[config.mk]
export PLATFORM = sky130hd
export DESIGN_NAME = adder_traffic_master
export DESIGN_NICKNAME = d
export VERILOG_FILES = /design/src/rtl/adder_traffic_master.sv
export SDC_FILE = /design/constraint.sdc
export NUM_CORES = 1
export LEC_CHECK = 0
export CAP_MARGIN = 20
export CORE_UTILIZATION = 45
export CTS_BUF_LIST = sky130_fd_sc_hd__clkbuf_2 sky130_fd_sc_hd__clkbuf_4 sky130_fd_sc_hd__clkbuf_8
export DETAILED_ROUTE_END_ITERATION = 8
export GPL_ROUTABILITY_DRIVEN = 0
export PLACE_DENSITY = 0.72
export SLEW_MARGIN = 15
export SYNTH_ARGS = -nofsm -noshare
export SYNTH_HDL_FRONTEND = slang
export SYNTH_SLANG_ARGS = --single-unit
export TNS_END_PERCENT = 1
[constraint.sdc]
create_clock -name clk -period 9.06 [get_ports clk]
set_clock_uncertainty 0.2 [all_clocks]
set_input_delay 1.812 -clock clk [delete_from_list [all_inputs] [get_ports clk]]
set_output_delay 1.812 -clock clk [all_outputs]
set_load 0.02 [all_outputs]
[src/rtl/adder_traffic_master.sv]
// Traffic master for the flow-control adder: issues LFSR operand pairs over a
// valid/ready interface, accepts sums with optional LFSR backpressure and
// checks each sum against an in-order queue of expected values.
//
// Ports
//   clk, rst              clock (rising edge), asynchronous active-high reset
//   start, num_txn        run request (IDLE/DONE only) and run length
//   a_valid, a_ready      operand handshake; a, b are the operands
//   sum_valid, sum_ready  result handshake; sum is the W+1 bit result
//   busy, done            RUN/DRAIN and DONE state flags
//   err_cnt, first_err    mismatch count (saturating) and index of first mismatch
module adder_traffic_master #(
    parameter int unsigned W     = 4,
    parameter int unsigned DEPTH = 4,
    parameter logic [7:0]  SEED  = 8'hA5,
    parameter bit          BP_EN = 1'b1
) (
    input  logic          clk,
    input  logic          rst,
    input  logic          start,
    input  logic [15:0]   num_txn,
    output logic          a_valid,
    input  logic          a_ready,
    output logic [W-1:0]  a,
    output logic [W-1:0]  b,
    input  logic          sum_valid,
    output logic          sum_ready,
    input  logic [W:0]    sum,
    output logic          busy,
    output logic          done,
    output logic [7:0]    err_cnt,
    output logic [15:0]   first_err
);

    localparam int unsigned SW = W + 1;
    localparam int unsigned PW = (DEPTH > 1) ? $clog2(DEPTH) : 1;
    localparam int unsigned CW = PW + 1;

    typedef enum logic [1:0] {
        S_IDLE  = 2'd0,
        S_RUN   = 2'd1,
        S_DRAIN = 2'd2,
        S_DONE  = 2'd3
    } state_t;

    state_t          state_q, state_d;
    logic [7:0]      lfsr_q, lfsr_d;
    logic [7:0]      bp_q, bp_d;
    logic [15:0]     num_q, num_d;
    logic [15:0]     issued_q, issued_d;
    logic [15:0]     checked_q, checked_d;
    logic [PW-1:0]   wr_ptr_q, wr_ptr_d;
    logic [PW-1:0]   rd_ptr_q, rd_ptr_d;
    logic [CW-1:0]   count_q, count_d;
    logic [SW-1:0]   mem_q [DEPTH];
    logic [SW-1:0]   mem_d [DEPTH];
    logic [7:0]      err_cnt_q, err_cnt_d;
    logic [15:0]     first_err_q, first_err_d;
    logic            a_valid_q, a_valid_d;
    logic            sum_ready_q, sum_ready_d;
    logic            busy_q, busy_d;
    logic            done_q, done_d;

    logic            push;
    logic            pop;

    // Fibonacci LFSR, taps 8,6,5,4
    function automatic logic [7:0] lfsr_step(input logic [7:0] v);
        return {v[6:0], v[7] ^ v[5] ^ v[4] ^ v[3]};
    endfunction

    assign push = a_valid_q & a_ready;
    assign pop  = sum_ready_q & sum_valid;

    // Next-state, queue and scoreboard logic
    always_comb begin
        state_d     = state_q;
        lfsr_d      = lfsr_q;
        bp_d        = lfsr_step(bp_q);
        num_d       = num_q;
        issued_d    = issued_q;
        checked_d   = checked_q;
        wr_ptr_d    = wr_ptr_q;
        rd_ptr_d    = rd_ptr_q;
        count_d     = count_q;
        mem_d       = mem_q;
        err_cnt_d   = err_cnt_q;
        first_err_d = first_err_q;

        if (push) begin
            mem_d[wr_ptr_q] = SW'(lfsr_q[W-1:0]) + SW'(lfsr_q[2*W-1:W]);
            wr_ptr_d        = wr_ptr_q + PW'(1);
            issued_d        = issued_q + 16'd1;
            lfsr_d          = lfsr_step(lfsr_q);
        end

        if (pop) begin
            rd_ptr_d  = rd_ptr_q + PW'(1);
            checked_d = checked_q + 16'd1;
            if (mem_q[rd_ptr_q] != sum) begin
                if (err_cnt_q != 8'hFF) begin
                    err_cnt_d = err_cnt_q + 8'd1;
                end
                if (first_err_q == 16'hFFFF) begin
                    first_err_d = checked_q;
                end
            end
        end

        unique case ({push, pop})
            2'b10:   count_d = count_q + CW'(1);
            2'b01:   count_d = count_q - CW'(1);
            default: count_d = count_q;
        endcase

        unique case (state_q)
            S_IDLE, S_DONE: begin
                if (start) begin
                    num_d       = num_txn;
                    issued_d    = 16'd0;
                    checked_d   = 16'd0;
                    err_cnt_d   = 8'd0;
                    first_err_d = 16'hFFFF;
                    state_d     = (num_txn == 16'd0) ? S_DONE : S_RUN;
                end
            end
            S_RUN: begin
                if (issued_d == num_q) begin
                    state_d = (checked_d == num_q) ? S_DONE : S_DRAIN;
                end
            end
            S_DRAIN: begin
                if (checked_d == num_q) begin
                    state_d = S_DONE;
                end
            end
            default: state_d = S_IDLE;
        endcase

        // Outputs are registered from next-state values so they line up with state_q
        a_valid_d   = (state_d == S_RUN) && (issued_d < num_d) && (count_d < CW'(DEPTH));
        sum_ready_d = ((state_d == S_RUN) || (state_d == S_DRAIN)) && (count_d != CW'(0)) &&
                      (BP_EN ? bp_d[7] : 1'b1);
        busy_d      = (state_d == S_RUN) || (state_d == S_DRAIN);
        done_d      = (state_d == S_DONE);
    end

    // State and output registers
    always_ff @(posedge clk or posedge rst) begin
        if (rst) begin
            state_q     <= S_IDLE;
            lfsr_q      <= SEED;
            bp_q        <= ~SEED;
            num_q       <= 16'd0;
            issued_q    <= 16'd0;
            checked_q   <= 16'd0;
            wr_ptr_q    <= '0;
            rd_ptr_q    <= '0;
            count_q     <= '0;
            for (int unsigned i = 0; i < DEPTH; i++) begin
                mem_q[i] <= '0;
            end
            err_cnt_q   <= 8'd0;
            first_err_q <= 16'hFFFF;
            a_valid_q   <= 1'b0;
            sum_ready_q <= 1'b0;
            busy_q      <= 1'b0;
            done_q      <= 1'b0;
        end else begin
            state_q     <= state_d;
            lfsr_q      <= lfsr_d;
            bp_q        <= bp_d;
            num_q       <= num_d;
            issued_q    <= issued_d;
            checked_q   <= checked_d;
            wr_ptr_q    <= wr_ptr_d;
            rd_ptr_q    <= rd_ptr_d;
            count_q     <= count_d;
            mem_q       <= mem_d;
            err_cnt_q   <= err_cnt_d;
            first_err_q <= first_err_d;
            a_valid_q   <= a_valid_d;
            sum_ready_q <= sum_ready_d;
            busy_q      <= busy_d;
            done_q      <= done_d;
        end
    end

    assign a_valid   = a_valid_q;
    assign a         = lfsr_q[W-1:0];
    assign b         = lfsr_q[2*W-1:W];
    assign sum_ready = sum_ready_q;
    assign busy      = busy_q;
    assign done      = done_q;
    assign err_cnt   = err_cnt_q;
    assign first_err = first_err_q;

endmodule

==> Word-level counts from Yosys, hierarchy flattened <==
Index checks and enable logic that the tools add are counted.
{ "totals": {"reg_bits": 121, "inputBits": 26, "word_cells": 96} }
{ "classes": {"n_addsub": 8, "magnitude_cmp": 5, "n_eq_ne": 13, "n_mux": 31, "n_bitwise": 10, "reduce_logical": 10} }
{ "ops": {"columns": ["cell", "n"], "rows": [
  ["$mux W16", 13],
  ["$mux W8", 5],
  ["$add A16 B1 Y16 const B", 2],
  ["$eq A16 B16 Y1", 2],
  ["$bwmux W20", 1],
  ["$eq A16 B16 Y1 const B", 1],
  ["$logic_not A16 Y1", 1],
  ["$lt A16 B16 Y1", 1],
  ["$mux W5", 3],
  ["$bmux W5 S2", 1],
  ["$demux W5 S2", 1],
  ["$eq A2 B2 Y1 const B", 5],
  ["$add A8 B1 Y8 const B", 1],
  ["$mux W2", 4],
  ["$ne A8 B8 Y1 const B", 1],
  ["$eq A2 B1 Y1 const B", 3],
  ["$ge A3 B3 Y1 const B", 2],
  ["$not A2 Y3", 2],
  ["$pmux W2 S3", 1],
  ["$pmux W3 S2", 1],
  ["$xor A1 B1 Y1", 6],
  ["$add A4 B4 Y5", 1],
  ["$logic_and A1 B1 Y1", 5],
  ["$ne A5 B5 Y1", 1],
  ["other kinds (11)", 13]
]} }

==> Logic depth before layout (Yosys ltp) <==
{ "logic_depth": {"word_depth": 10, "depth_mapped": 14, "ltp_nobuf": 13} }

==> Least setup slack after synthesis <==
Ideal clock, no wire load.
{ "synth_timing": {"kind": "in2reg", "start": "input sum_valid", "end": "register a_valid_q (netlist: a_valid)", "setup_time_ns": 0.077, "arrival_time_ns": 4.238, "path_slack_ns": 4.545, "path_stages": 12, "cell_sequence": "a21bo_2 mux4_2 or2_1 a2111o_1 nor4_1 and4_4 o21ai_1 a31oi_1 ha_1 nor3b_1 o211ai_1 a21oi_1"} }
{ "synth_via": {"elab_chain_len": 9} }
{ "synth_lines": {"columns": ["element", "line", "source"], "rows": [
  ["from (decl)", "26", "input logic sum_valid,"],
  ["$and A1 B1 Y1 *", "73", "assign pop = sum_ready_q & sum_valid;"],
  ["$mux W16 *", "97", "if (pop) begin"],
  ["$eq A16 B16 Y1 *", "129, 133", null],
  ["$mux W1", "129", "state_d = (checked_d == num_q) ? S_DONE : S_DRAIN;"],
  ["$mux W2", "128", "if (issued_d == num_q) begin"],
  ["$pmux W2 S3 *", "116", "unique case (state_q)"],
  ["via state_d[0]", "46", "state_t state_q, state_d;"],
  ["$eq A2 B1 Y1 *", "141", "a_valid_d = (state_d == S_RUN) && (issued_d < num_d) && (count_d < CW'(DEPTH));"],
  ["$logic_and A1 B1 Y1 * (2 in series)", "141", null],
  ["via a_valid_d", "59", "logic a_valid_q, a_valid_d;"],
  ["to (signal assigned)", "182", "a_valid_q <= a_valid_d;"],
  ["to (decl)", "59", null]
]} }
The timed path passes the listed nets; every way through them passes the cells marked *.
A chain may end at the register's enable or synchronous reset.

==> Worst setup path after layout <==
Ends and elaborated chain as after synthesis.

==> impl_metrics.prom <==
# TYPE chip_impl_metric gauge
chip_impl_info{name="worst_hold_path_class",value="register to register"} 1
chip_impl_metric{name="dieArea",unit="sq um"} 15540
chip_impl_metric{name="groute.usage.overall",unit=""} 0.2083
chip_impl_metric{name="fmaxAchievable",unit="GHz"} 0.1959
chip_impl_metric{name="clock-sinks",unit=""} 121
chip_impl_metric{name="port_buffers",unit=""} 61
chip_impl_metric{name="synth_cells",unit=""} 653
chip_impl_metric{name="cts_stage_hold_buffer_count",unit=""} 0
chip_impl_info{name="startpoint_type",value="input port"} 1
chip_impl_metric{name="synth_cell_type_count",unit=""} 77
chip_impl_info{name="critical-path-top-delay-family",value="simple AND/OR/NAND/NOR gates"} 1
chip_impl_info{name="status",value="finished, final reports clean"} 1
chip_impl_metric{name="num_vias",unit=""} 5179
chip_impl_info{name="grt_setup_unrepaired",value="no"} 1
chip_impl_metric{name="setup-tns-final",unit="ns"} 0
chip_impl_metric{name="postSynthNetCount",unit=""} 712
chip_impl_metric{name="setup_viol_count_final",unit=""} 0
chip_impl_metric{name="initial_utilization",unit=""} 0.4642
chip_impl_metric{name="reg2reg_slack",unit="ns"} 5.23
chip_impl_metric{name="post_cts_resize_count",unit=""} 0
chip_impl_info{name="dominant_combinational_cell_family_by_area_after_synthesis",value="simple AND/OR/NAND/NOR gates"} 1
chip_impl_metric{name="route.detailed.drc",unit=""} 0
chip_impl_metric{name="routedWlPerCell",unit="microns"} 16.57
chip_impl_info{name="cts.root.buffer_cell",value="clkbuf_8"} 1
chip_impl_metric{name="first_pass_grt_wire_length",unit="microns"} 25540
chip_impl_metric{name="std_cell_rows",unit=""} 44
chip_impl_metric{name="final_net_count",unit=""} 773
chip_impl_metric{name="synth_compound_area_frac",unit=""} 0.1048
chip_impl_metric{name="finalNonFillerCells",unit=""} 911
chip_impl_metric{name="detailedRoute.firstPassIterationCount",unit=""} 5
chip_impl_metric{name="overflow",unit=""} 0
chip_impl_info{name="yosys.cell_count.top_type",value="dfrtp_1"} 1
chip_impl_info{name="synth_top_cell_by_area",value="dfrtp_1"} 1
chip_impl_metric{name="clkSlewWorstSetupHoldPaths",unit="ns"} 0.08
chip_impl_metric{name="hold_violations",unit=""} 0
chip_impl_info{name="path_class",value="input port to register"} 1
chip_impl_metric{name="synth-simple-area-share",unit=""} 0.1768
chip_impl_metric{name="area_growth_syn_to_layout",unit="%"} 18.00
chip_impl_metric{name="path_max_fanout",unit=""} 14
chip_impl_metric{name="yosys.area.top_type_share",unit=""} 0.3585
chip_impl_metric{name="ir_drop",unit="mV"} 0.07422
chip_impl_metric{name="antenna_left",unit=""} 0
chip_impl_metric{name="dp_hpwl",unit="microns"} 11020
chip_impl_metric{name="tritoncts.num_buffers",unit=""} 17
chip_impl_metric{name="synth_edf_count",unit=""} 0
chip_impl_metric{name="synthXorXnorAreaFrac",unit=""} 0.1149
chip_impl_metric{name="wl",unit="microns"} 15100
chip_impl_metric{name="slew_violations",unit=""} 0
chip_impl_metric{name="dp.cells",unit=""} 878
chip_impl_metric{name="yosysWarningCount",unit=""} 0
chip_impl_metric{name="hold_path_depth",unit=""} 0
chip_impl_info{name="crit_path_end_kind",value="register"} 1
chip_impl_info{name="synth_area_leaders",value="dfrtp_1 36%, dfstp_2 9.3%, xnor2_1 5.9%"} 1
chip_impl_metric{name="synthAdderAreaFrac",unit=""} 0.06319
chip_impl_metric{name="clock_insertion_delay_worst_skew",unit="ns"} 0.44
chip_impl_metric{name="tightest_slew",unit="ns"} 0.7199
chip_impl_metric{name="post_synthesis_cell_area",unit="sq um"} 6771
chip_impl_metric{name="ys_async_rst_share",unit=""} 1.000
chip_impl_info{name="ys_top_cells_by_count",value="97 x dfrtp_1, 74 x nand2_1, 49 x nor2_1"} 1
chip_impl_metric{name="post_synthesis_register_bit_count",unit=""} 121
chip_impl_metric{name="power_per_cell_area",unit="nW/um^2"} 138.4
chip_impl_metric{name="die_w",unit="microns"} 124.7
chip_impl_info{name="ys_dominant_reg_cell",value="dfrtp_1"} 1
chip_impl_metric{name="cp.arrival",unit="ns"} 5.27
chip_impl_metric{name="synth.avg_cell_area",unit="sq um"} 10.37
chip_impl_metric{name="relSlewSlack",unit=""} 0.5189
chip_impl_metric{name="finalCritPeriodShare",unit=""} 0.5635
chip_impl_info{name="min_to",value="bp_q[1]"} 1
chip_impl_metric{name="path_buf_inv",unit=""} 1
chip_impl_metric{name="number_of_antenna_violations_at_the_first_check_in_global_routing",unit=""} 0
chip_impl_info{name="cts_tree",value="done"} 1
chip_impl_metric{name="first_global_vias",unit=""} 5105
chip_impl_metric{name="yosysSeqAreaShare",unit=""} 0.4516
chip_impl_info{name="source_of_the_critical_timing_path",value="sum_valid"} 1
chip_impl_metric{name="drt_iter0_drc",unit=""} 375
chip_impl_info{name="cp_cell_sequence",value="clkdlybuf4s50_1 -> nand4_4 -> nor4_4 -> xnor2_1 -> a2111o_1 -> nor4_1 -> and4_4 -> o21ai_1 -> a31oi_1 -> ha_1 -> nor3b_1 -> o211ai_1 -> a21oi_1"} 1
chip_impl_metric{name="worst_r2r_path_depth",unit=""} 13
chip_impl_metric{name="htreeDepth",unit=""} 4
chip_impl_info{name="worstReg2RegStart",value="checked_q[0]"} 1
chip_impl_metric{name="core_area",unit="sq um"} 14590
chip_impl_metric{name="detail_route.vias_per_cell",unit=""} 5.685
chip_impl_metric{name="cts_post_setup_buffers_inserted",unit=""} 0
chip_impl_metric{name="max_cap_violations",unit=""} 0
chip_impl_metric{name="die_y",unit="microns"} 124.7
chip_impl_metric{name="n_antenna_cell",unit=""} 0
chip_impl_metric{name="cp.required",unit="ns"} 9.23
chip_impl_metric{name="total_leakage_power",unit="nW"} 3.717
chip_impl_metric{name="min_period",unit="ns"} 5.105
chip_impl_metric{name="synth.area.mux_share",unit=""} 0.05044
chip_impl_info{name="critical-path-slowest-cell",value="clkdlybuf4s50_1"} 1
chip_impl_metric{name="num-fill-cells",unit=""} 1253
chip_impl_metric{name="floorplan.io_pins",unit=""} 62
chip_impl_metric{name="grt_start_max_net_pins",unit=""} 85
chip_impl_info{name="hold_path.startpoint",value="bp_q[0]"} 1
chip_impl_metric{name="clock_tree.buffer_depth",unit=""} 2
chip_impl_info{name="terminus_of_the_critical_flop_to_flop_path",value="a_valid"} 1
chip_impl_metric{name="post_route_cells_drive_above_1_share",unit=""} 0.1293
chip_impl_metric{name="crit_path_max_incr_delay",unit="ns"} 0.65
through the flow:
stage / hold WS [ns] / util / worst slack (ns) / cell area [sq um] / power (W)
finish: 0.1680 / 0.5477 / 3.955 / 7990 / 0.001106
global route: 0.1882 / 0.5477 / 3.716 / 7990 / 0.001147
CTS: 0.1754 / 0.5458 / 4.013 / 7963 / 0.001115
detailed placement: 0.1387 / 0.5154 / 3.563 / 7518 / 0.0005780
global placement: 0.1353 / 0.5154 / 3.689 / 7518 / 0.0005775
floorplan: 0.1330 / - / 3.874 / 6771 / 0.0005599
cell usage in the layout, fill, tap and decap left out, types with 4 or more instances in the layout:
cell,instances
dfrtp_1,97
and3_1,4
nand3_1,18
nand4_1,17
nor4_1,14
nand2b_1,6
nor2_1,49
inv_1,38
ha_1,31
xnor2_1,46
clkbuf_8,18
and2_1,4
xnor3_1,6
a21boi_0,4
a31oi_1,4
clkdlybuf4s50_1,61
nor3_1,9
mux2_2,5
bufinv_16,4
xor2_1,22
mux4_2,6
a21oi_1,11
nor3b_1,5
nand2_1,74
o21ai_0,47
dfstp_2,24
mux2i_1,15
a21o_1,8
flip-flops by register name, summed over array words and instances, names as in the netlist:
name,count
count_q,3
done,1
bp_q,8
rd_ptr_q,2
sum_ready,1
a_valid,1
state_q,2
wr_ptr_q,2
lfsr_q,8
mem_q,20
busy,1
first_err,16
err_cnt,8
issued_q,16
checked_q,16
num_q,16
worst max path at each step:
stage | to | slack [ns] | cells after the start
after detailed placement | a_valid | 3.56 | 13
after floorplan | a_valid | 3.87 | 1
after global routing | a_valid | 3.72 | 13
after global placement | a_valid | 3.69 | 13
after CTS | a_valid | 4.01 | 13
final | a_valid | 3.95 | 13
routing by layer:
metal,track usage,vias to the layer above,share of wire
li1,-,2432,-
met1,0.2839,2552,0.46
met2,0.3201,161,0.47
met3,0.04038,34,0.042
met4,0.09709,0,0.029
met5,0,-,0
report_power, final:
group | switching (W) | leakage (nW) | internal (W)
clock | 0.000229 | 0.216 | 0.000308
sequential | 0 | 1.57 | 0.000540
combinational | 0.0000158 | 1.93 | 0.0000123
total | 0.000244 | 3.72 | 0.000861
cell type report:
cell class,count,area [sq um],share of cell area
clock inverter,14,196.4,0.02458
inverter,39,148.9,0.01863
multi-input combinational,471,3456,0.4325
tap,184,230.2,0.02881
clock buffer,18,247.7,0.03101
timing repair buffer,64,653.1,0.08174
sequential,121,3058,0.3827
cell families (layout without fill, tap and decap cells):
group,count (synthesis),after routing
AO/OA/AOI/OAI,109,109
multiplexers,26,26
buffers and inverters,61,135
XOR/XNOR,76,76
flip-flops,121,121
adder cells (fa/ha/maj),33,33
AND/OR/NAND/NOR,227,227
(Power assumes the default switching activity.)
